===== src/rtl/mpsoc_dct_trace_arbiter.sv =====
// Round-robin arbiter that merges two Nios II data-trace streams into one trace RAM.
// Frames are tagged with their source CPU and written one cycle after acceptance.
module mpsoc_dct_trace_arbiter #(
  parameter int ADDR_W = 9,
  parameter bit WRAP   = 1'b1
) (
  input  logic              clk,
  input  logic              reset_n,
  input  logic              enable,
  input  logic              trig_stop,
  input  logic [29:0]       c0_dct_buffer,
  input  logic [3:0]        c0_dct_count,
  input  logic              c0_valid,
  output logic              c0_ready,
  input  logic [29:0]       c1_dct_buffer,
  input  logic [3:0]        c1_dct_count,
  input  logic              c1_valid,
  output logic              c1_ready,
  output logic              mem_we,
  output logic [ADDR_W-1:0] mem_addr,
  output logic [34:0]       mem_wdata,
  output logic [ADDR_W-1:0] wr_ptr,
  output logic              wrapped,
  output logic [1:0]        state,
  output logic [15:0]       stall_cnt
);

  typedef enum logic [1:0] {IDLE = 2'b00, RUN = 2'b01, STOP = 2'b10} state_e;

  state_e              state_q;
  logic                rr_pri_q;
  logic [ADDR_W-1:0]   wr_ptr_q;
  logic                wrapped_q;
  logic [15:0]         stall_q;
  logic                mem_we_q;
  logic [ADDR_W-1:0]   mem_addr_q;
  logic [34:0]         mem_wdata_q;

  logic        run;
  logic        grant_vld;
  logic        grant_src;
  logic        contended;
  logic [3:0]  sel_cnt;
  logic [29:0] sel_buf;
  logic        do_write;
  logic        last;
  logic        stall_hit;

  // Contention resolves by rr_pri; otherwise the lone valid source wins.
  always_comb begin
    run       = (state_q == RUN);
    contended = c0_valid & c1_valid;
    grant_vld = run & (c0_valid | c1_valid);
    grant_src = contended ? rr_pri_q : c1_valid;
    c0_ready  = grant_vld & ~grant_src;
    c1_ready  = grant_vld & grant_src;
    sel_cnt   = grant_src ? c1_dct_count  : c0_dct_count;
    sel_buf   = grant_src ? c1_dct_buffer : c0_dct_buffer;
    do_write  = grant_vld & (sel_cnt != 4'd0);
    last      = (wr_ptr_q == {ADDR_W{1'b1}});
    stall_hit = run & ((c0_valid & ~c0_ready) | (c1_valid & ~c1_ready));
  end

  always_ff @(posedge clk or negedge reset_n) begin
    if (!reset_n) begin
      state_q     <= IDLE;
      rr_pri_q    <= 1'b0;
      wr_ptr_q    <= '0;
      wrapped_q   <= 1'b0;
      stall_q     <= '0;
      mem_we_q    <= 1'b0;
      mem_addr_q  <= '0;
      mem_wdata_q <= '0;
    end else begin
      mem_we_q <= 1'b0;
      case (state_q)
        IDLE: begin
          if (enable) begin
            state_q   <= RUN;
            wr_ptr_q  <= '0;
            wrapped_q <= 1'b0;
            stall_q   <= '0;
          end
        end
        RUN: begin
          if (do_write) begin
            mem_we_q    <= 1'b1;
            mem_addr_q  <= wr_ptr_q;
            mem_wdata_q <= {grant_src, sel_cnt, sel_buf};
            // Without WRAP the pointer parks on the last entry and capture stops.
            if (last) begin
              if (WRAP) begin
                wr_ptr_q  <= '0;
                wrapped_q <= 1'b1;
              end
            end else begin
              wr_ptr_q <= wr_ptr_q + 1'b1;
            end
          end
          if (grant_vld && contended) rr_pri_q <= ~grant_src;
          if (stall_hit && stall_q != 16'hFFFF) stall_q <= stall_q + 16'd1;
          if (!enable)
            state_q <= IDLE;
          else if (trig_stop || (!WRAP && do_write && last))
            state_q <= STOP;
        end
        STOP: begin
          if (!enable) state_q <= IDLE;
        end
        default: state_q <= IDLE;
      endcase
    end
  end

  assign mem_we    = mem_we_q;
  assign mem_addr  = mem_addr_q;
  assign mem_wdata = mem_wdata_q;
  assign wr_ptr    = wr_ptr_q;
  assign wrapped   = wrapped_q;
  assign state     = state_q;
  assign stall_cnt = stall_q;

endmodule


===== config.mk =====
export PLATFORM = sky130hd
export DESIGN_NAME = mpsoc_dct_trace_arbiter
export DESIGN_NICKNAME = d
export VERILOG_FILES = /design/src/rtl/mpsoc_dct_trace_arbiter.sv
export SDC_FILE = /design/constraint.sdc
export NUM_CORES = 1
export LEC_CHECK = 0
export ABC_AREA = 1
export CORE_UTILIZATION = 44
export DETAILED_ROUTE_END_ITERATION = 7
export GPL_TIMING_DRIVEN = 0
export PLACE_DENSITY = 0.8
export SETUP_SLACK_MARGIN = 0.05
export SLEW_MARGIN = 15
export SYNTH_ARGS = -nofsm -noshare
export SYNTH_HDL_FRONTEND = slang
export SYNTH_SLANG_ARGS = --single-unit
export TNS_END_PERCENT = 5

===== constraint.sdc =====
create_clock -name clk -period 1.9 [get_ports clk]
set_input_delay 0.38 -clock clk [delete_from_list [all_inputs] [get_ports clk]]
set_output_delay 0.38 -clock clk [all_outputs]
set_load 0.03 [all_outputs]

Word level (Yosys, flattened, before mapping)
Cells that the tools add are included.
{ "totals": {"register_bits": 74, "out_inout_bits": 75, "elab_cells": 65} }
{ "op_classes": {"add_sub_neg": 2, "eq_ne": 10, "mux": 21, "bitwise": 13, "n_reduce_logical": 11} }
{ "op_table": {"columns": ["cell", "n"], "rows": [
  ["2-to-1 mux 16 bit", 2],
  ["one-hot mux 16 bit (2 select lines)", 1],
  ["2-to-1 mux 30 bit", 1],
  ["2-to-1 mux 9 bit", 3],
  ["one-hot mux 9 bit (2 select lines)", 1],
  ["adder 16 x 1 -> 16 bit (second input constant)", 1],
  ["!= test 16 bit (second input constant)", 1],
  ["adder 9 x 1 -> 9 bit (second input constant)", 1],
  ["equality test 9 bit (second input constant)", 1],
  ["AND reduction 3 bit", 3],
  ["bitwise AND 1 bit", 8],
  ["2-to-1 mux 2 bit", 4],
  ["2-to-1 mux 1 bit", 6],
  ["!= test 2 x 1 -> 1 bit (second input constant)", 3],
  ["one-hot mux 2 bit (3 select lines)", 1],
  ["2-to-1 mux 4 bit", 1],
  ["!= test 2 bit (second input constant)", 2],
  ["AND reduction 2 bit", 2],
  ["AND reduction 4 bit", 1],
  ["nonzero test 4 bit", 1],
  ["!= test 3 bit (second input constant)", 1],
  ["NOT 1 bit", 3],
  ["equality test 2 x 1 -> 1 bit (second input constant)", 1],
  ["equality test 2 bit (second input constant)", 1],
  ["5 further kinds", 7]
]} }

Longest topological paths before layout
Gate-level depths: netlist of the first run.
{ "logic_depth": {"depth_word": 11, "mapped_depth": 12} }

Worst setup path before layout of the first run
No wires, ideal clock.
{ "synth_timing": {"path_type": "reg-to-output", "start": "register state_q[0] (netlist: state[0])", "end": "output port c0_ready", "t_arrival_ps": 1905, "t_required_ps": 1520, "path_slack_ps": -385, "stages_incl_launch_ff": 6, "cell_sequence": "dfrtp_1 -> inv_1 -> or2_1 -> buf_2 -> buf_1 -> nor3b_1"} }
{ "synth_between": {"elab_chain_cells": 3} }
{ "synth_lines": {"columns": ["item", "line_no", "rtl"], "rows": [
  ["from (decl)", "30", "state_e state_q;"],
  ["from (signal assigned)", "66", "state_q <= IDLE;"],
  ["from (signal assigned)", "79", "state_q <= RUN;"],
  ["from (signal assigned)", "103", "state_q <= IDLE;"],
  ["equality test 2 x 1 -> 1 bit", "51", "run = (state_q == RUN);"],
  ["bitwise AND 1 bit", "53", "grant_vld = run & (c0_valid | c1_valid);"],
  ["bitwise AND 1 bit", "55", "c0_ready = grant_vld & ~grant_src;"],
  ["to (decl)", "14", "output logic c0_ready,"]
]} }
Every way passes these cells.

Worst setup path in the final report of the first run
Ends and elaborated chain as after synthesis.

==> impl_metrics.toml, run 1 <==
[status]
status = "complete, no violations"

[synth]
yosys_warnings = 0
syn_inst = 449
postSynthAreaPerCell_sq_um = 8.44
yosys.area.top_type = "dfrtp_1"
synth_top_family_by_area = "simple AND/OR/NAND/NOR gates"
synth_cell_type_count = 31
synth_fa_ha_area_frac = 0.00990
synth_compound_area_frac = 0.0743
syn_area_sq_um = 3790
synth_edf_count = 0
ys.flop_type = "dfrtp_1"
synth-seq-cells = 74
synth_xor_xnor_area_share = 0.0185
synth_mux_area_frac = 0.0792
synthTopCellsByArea = "dfrtp_1 49%, nand2_1 15%, mux2i_1 7.9%, nand3_1 4.6%, o21ai_1 3.7%"
yosysTopAreaCellShare = 0.488
ys_seq_area_frac = 0.488
async_reset_ff_frac = 1.00
syn_nets = 526
synthSimpleGateAreaFrac = 0.267

[critical_path]
cp_data_arrival_time_ns = 1.48
cp_slowest_cell = "dfrtp_2"
start_kind = "flip-flop"
worstPathCellList = "inv_2, or2_4, buf_12, nor3b_4, buf_6"
slowest_delay_ns = 0.36
critPathMaxFanout = 4
required_ns = 1.52
critical_path_class = "reg2out"
cp-end-kind = "output port"

[power]
powerDensity_nw_per_um2 = 1130
clock_power_share = 0.210
p_leak_uw = 0.00287
p_switching_uw = 2580
sequentialPowerShare = 0.336
switching_share = 0.391
p_int_uw = 4030
vdd_drop_max_uv = 449
combPwrFrac = 0.454

[sta]
worstMarginPinSlew_ns = 0.498
max-slew-margin-rel = 0.668
finalClockSkew_ns = 0.0113
fmax_ghz = 0.538
rsz0062_at_grt = "yes"
min_period_over_period = 0.978
slew_violations = 0
hold_viol_final = 0
fin_crit_ns = 1.86
setup_violations = 0

[routing]
drt_wl_total_um = 11200
via_per_inst = 5.10
wl_per_cell_um = 15.2
first_pass_iters = 7
ant_nets = 0
drt-initial-drc-count = 174
route.detailed.drc = 0
vias = 3749

[place]
portBuffers = 147
place_area_sq_um = 5440
gp_congestion = 0.885
dp_hpwl_um = 8080

[finish]
final_cell_mix = "147 x nand2_1, 117 x clkdlybuf4s50_1, 71 x dfrtp_1"
fin_util = 0.710
nets = 702
fin_area_sq_um = 5860
area_growth_pct = 54.6
drive_gt1_frac = 0.135
diodes = 0
layout_commonest_cell = "nand2_1"

[die]
design.core.area_sq_um = 8260
start_util = 0.459
die_height_um = 94.8
die_area_sq_um = 8990
fp-row-count = 33
die_x_um = 94.8
ios = 149

[cts]
cts_buffers = 9
cts.sinks = 74
cts_tree = "built"
clk_pin_slew_ns = 0.08
clk_latency_ns = 0.36
cts_root_buf = "clkbuf_8"
clk_path_buf_depth = 2
cts-htree-levels = 3

[global_route]
antenna_found_initial = 0
grt_max_degree = 64
overflow = 0
grt_usage = 0.253
grt_pass1_vias = 3563
grt_pass1_wl_um = 17200

[run]
drv_cap = 0

[min_path]
holdCritPathClass = "in2async"
[synth_stat cells (3+ instances only)]
cell     number
o21ai_1      28
a21oi_1       6
nand2_2       3
dfrtp_1      74
nand2_1     149
o21ai_0      16
inv_2         3
mux2i_1      30
ha_1          3
buf_6         9
nor2_1       37
nand4_1       3
xor2_1        6
inv_1        17
nand2_4       3
nand3_1      35
buf_2         5
[worst paths after layout]
kind,cells after the start,slack [ns],startpoint,end
hold / removal,2,0.41,reset_n,stall_cnt[7]$_DFFE_PN0P_
setup reg to reg,13,0.12,rr_pri_q$_DFFE_PN0P_,wr_ptr[2]$_DFFE_PN0P_
max in group asynchronous,3,0.90,reset_n,state[0]$_DFFE_PN0P_
setup / recovery,5,0.04,state[0]$_DFFE_PN0P_,c0_ready
min in group clk,2,0.49,mem_addr[2]$_DFFE_PN0P_,mem_addr[2]$_DFFE_PN0P_
hold reg to reg,2,0.49,mem_addr[2]$_DFFE_PN0P_,mem_addr[2]$_DFFE_PN0P_
[per-stage QoR]
| step | total power, uW | hold WS (ns) | setup TNS (ns) | std cells | setup WS (ns) |
|---|---|---|---|---|---|
| floorplan | 3830 | 0.0844 | 0 | 449 | 0.00746 |
| global placement | 5030 | 0.465 | -168.06 | 701 | -2.36 |
| detailed placement | 5100 | 0.245 | -16.64 | 702 | -0.866 |
| CTS | 6520 | 0.401 | -0.0584 | 721 | -0.0584 |
| global route | 6970 | 0.424 | -0.0173 | 735 | -0.0173 |
| finish | 6610 | 0.412 | 0 | 735 | 0.0418 |
[flip-flops by register name, summed over array words and instances, names as in the netlist]
register,flops
stall_cnt,16
rr_pri_q,1
mem_we,1
wrapped,1
state,2
wr_ptr,9
mem_wdata,35
mem_addr,9
[metal layers]
| layer | up-vias | track usage | wire length, um |
|---|---|---|---|
| met5 | - | 0 | 0 |
| met4 | 0 | 0.126 | 340 |
| met3 | 34 | 0.0491 | 942 |
| met2 | 183 | 0.435 | 5490 |
| met1 | 1709 | 0.300 | 4400 |
| li1 | 1823 | - | - |
[critical path: cells and delay by family, from the launching register on]
| family | cells | cell delay (ns) |
|---|---|---|
| simple gates | 2 | 0.44 |
| flops | 1 | 0.36 |
| buf+inv | 3 | 0.32 |
[power groups by stage]
stage               sequential [uW]  combinational [uW]  clock [uW]
floorplan                      3030                 804           0
global placement               2240                2790           0
detailed placement             2260                2840           0
CTS                            2230                2880        1410
global route                   2280                3220        1470
finish                         2220                3000        1390
[area by class of cell]
| cell class | instances | area [sq um] |
|---|---|---|
| clock inverter | 7 | 100 |
| timing repair buffer | 166 | 1610 |
| inverter | 22 | 85.1 |
| clock buffer | 9 | 124 |
| multi-input combinational | 334 | 1780 |
| sequential | 74 | 1860 |
| tap | 105 | 131 |
| fill | 616 | 2400 |
| buffer | 18 | 184 |
[kinds of logic (layout without fill, tap and decap cells)]
family          count (synthesis)  count (layout)
fa+ha+maj                       3               3
flops                          74              74
buf+inv                        41             222
simple gates                  240             240
mux                            30              30
compound gates                 53              53
xor+xnor                        8               8
[repair_timing]
| item | 4_1_cts | 5_1_grt |
|---|---|---|
| endpoints found under the hold margin | 11 | 0 |
| pin swaps | 3 | 8 |
| gates resized for setup | 54 | 19 |
| setup buffers | 2 | 15 |
| hold buffers | 1 | 0 |
| setup endpoints to repair | 45 | 25 |
Power figures use the tool's default switching activity.
==> run 2, diff against run 1 <==
--- a/config.mk
+++ b/config.mk
@@ -6,10 +6,10 @@
 export NUM_CORES = 1
 export LEC_CHECK = 0
 export ABC_AREA = 1
-export CORE_UTILIZATION = 44
+export CORE_UTILIZATION = 47
 export DETAILED_ROUTE_END_ITERATION = 7
 export GPL_TIMING_DRIVEN = 0
-export PLACE_DENSITY = 0.8
+export PLACE_DENSITY = 0.85
 export SETUP_SLACK_MARGIN = 0.05
 export SLEW_MARGIN = 15
 export SYNTH_ARGS = -nofsm -noshare
==> constraint.sdc (replaced) <==
create_clock -name clk -period 2.2 [get_ports clk]
set_input_delay 0.44 -clock clk [delete_from_list [all_inputs] [get_ports clk]]
set_output_delay 0.44 -clock clk [all_outputs]
set_load 0.03 [all_outputs]
==> impl_metrics.toml, run 2 (synthesis results as in run 1) <==
[cts]
cts.sinks = 74
cts-htree-levels = 3
clk_path_buf_depth = 2
clk_pin_slew_ns = 0.08
cts_buffers = 9
clk_latency_ns = 0.35
cts_root_buf = "clkbuf_8"
cts_tree = "built"

[global_route]
grt_max_degree = 59
grt_usage = 0.279
grt_pass1_vias = 3653
overflow = 0
antenna_found_initial = 0
grt_pass1_wl_um = 18300

[sta]
worstMarginPinSlew_ns = 0.486
hold_viol_final = 0
max-slew-margin-rel = 0.676
fin_crit_ns = 2.11
min_period_over_period = 0.958
setup_violations = 0
slew_violations = 0
fmax_ghz = 0.475
finalClockSkew_ns = 0.0119
fin_worst_hold_slack_ns = 0.483
setup_tns_ns = 0
rsz0062_at_grt = "yes"

[finish]
finalNonFillerCells = 717
area_growth_pct = 49.5
nets = 687
drive_gt1_frac = 0.0878
fin_area_sq_um = 5670
diodes = 0
largest_reg_flops = 35
final_cell_mix = "149 x nand2_1, 144 x clkdlybuf4s50_1, 74 x dfrtp_1"
layout_commonest_cell = "nand2_1"
fin_util = 0.730

[run]
drv_cap = 0

[power]
vdd_drop_max_uv = 357
p_leak_uw = 0.00263
powerDensity_nw_per_um2 = 986

[critical_path]
required_ns = 1.76
cp_top_family = "buffers and inverters"
slowest_delay_ns = 0.41
cp_data_arrival_time_ns = 1.67
start_kind = "flip-flop"
critPathBufInv = 3
critical_path_class = "reg2out"
cp-end-kind = "output port"
cp_slowest_cell = "dfrtp_1"
worstPathCellList = "or2_1, buf_2, buf_6, nor3b_2, buf_4"
critPathMaxFanout = 10

[die]
die_area_sq_um = 8430
design.core.area_sq_um = 7770
start_util = 0.488
fp-row-count = 32
die_x_um = 91.8
die_height_um = 91.8
ios = 149

[place]
portBuffers = 147
dp_hpwl_um = 8680
dp.cells = 699
place_area_sq_um = 5420
gp_congestion = 0.923

[status]
status = "complete, no violations"

[routing]
drt-initial-drc-count = 184
via_per_inst = 5.23
first_pass_iters = 5
wl_per_cell_um = 16.0
ant_nets = 0
drt_wl_total_um = 11500
route.detailed.drc = 0
vias = 3747

[min_path]
holdCritPathClass = "reg2reg"
==> run 2: cell count changes in the layout (fill, tap and decap cells not counted), sizes merged, moves of 2 or more <==
cell           previous run  this run
clkdlybuf4s50           117       144
dlygate4sd2              26         0
inv                      24        22
buf                      37        22
==> run 2: path summary, 6_finish.rpt <==
check                                         from                      end  slack, ns  depth (start not counted)
max in group asynchronous                  reset_n     state[1]$_DFFE_PN0P_       1.14                          3
setup reg to reg             wr_ptr[0]$_DFFE_PN0P_    wr_ptr[7]$_DFFE_PN0P_       0.21                         11
hold reg to reg            mem_addr[2]$_DFFE_PN0P_  mem_addr[2]$_DFFE_PN0P_       0.48                          2
hold / removal             mem_addr[2]$_DFFE_PN0P_  mem_addr[2]$_DFFE_PN0P_       0.48                          2
min in group asynchronous                  reset_n         mem_we$_DFF_PN0_       0.50                          2
setup / recovery              state[1]$_DFFE_PN0P_                 c0_ready       0.09                          5
==> run 2: power by group <==
| part | leakage (uW) | switching, uW | internal, uW |
|---|---|---|---|
| combinational | 0.00155 | 1450 | 1030 |
| clock | 0.000109 | 519 | 636 |
| sequential | 0.000971 | 243 | 1710 |
| total | 0.00263 | 2210 | 3370 |
==> run 2: worst reg2reg max path: cells and delay by family (launching register included) <==
kind,cells,cell delay (ns)
simple gates,8,0.85
buf+inv,1,0.13
fa+ha+maj,2,0.45
flops,1,0.44
==> run 2: metal layers <==
layer | up-vias | GRT usage | part of all wire
met3 | 28 | 0.0564 | 0.072
li1 | 1788 | - | -
met2 | 161 | 0.463 | 0.48
met1 | 1770 | 0.351 | 0.42
met4 | 0 | 0.129 | 0.031
met5 | - | 0 | 0
==> run 2: layout make-up <==
cell class / instances / area [sq um]
fill: 585 / 2100
buffer: 18 / 155
sequential: 74 / 1850
tap: 102 / 128
clock inverter: 7 / 91.3
inverter: 22 / 85.1
clock buffer: 9 / 124
timing repair buffer: 151 / 1510
multi-input combinational: 334 / 1720
==> run 2: metrics by stage <==
stage          total power [uW]  setup WS, ns
4_1_cts                    5610        0.0709
3_5_place_dp               4450        -0.735
5_1_grt                    5830        0.0219
6_report                   5590        0.0933
3_3_place_gp               4370         -1.78
2_1_floorplan              3300         0.145
==> run 2: repair_timing <==
action	in CTS	in global routing
gates resized for setup	15	1
hold endpoints to repair	16	0
hold buffers	1	0
setup endpoints to repair	2	5
buffers inserted	0	2
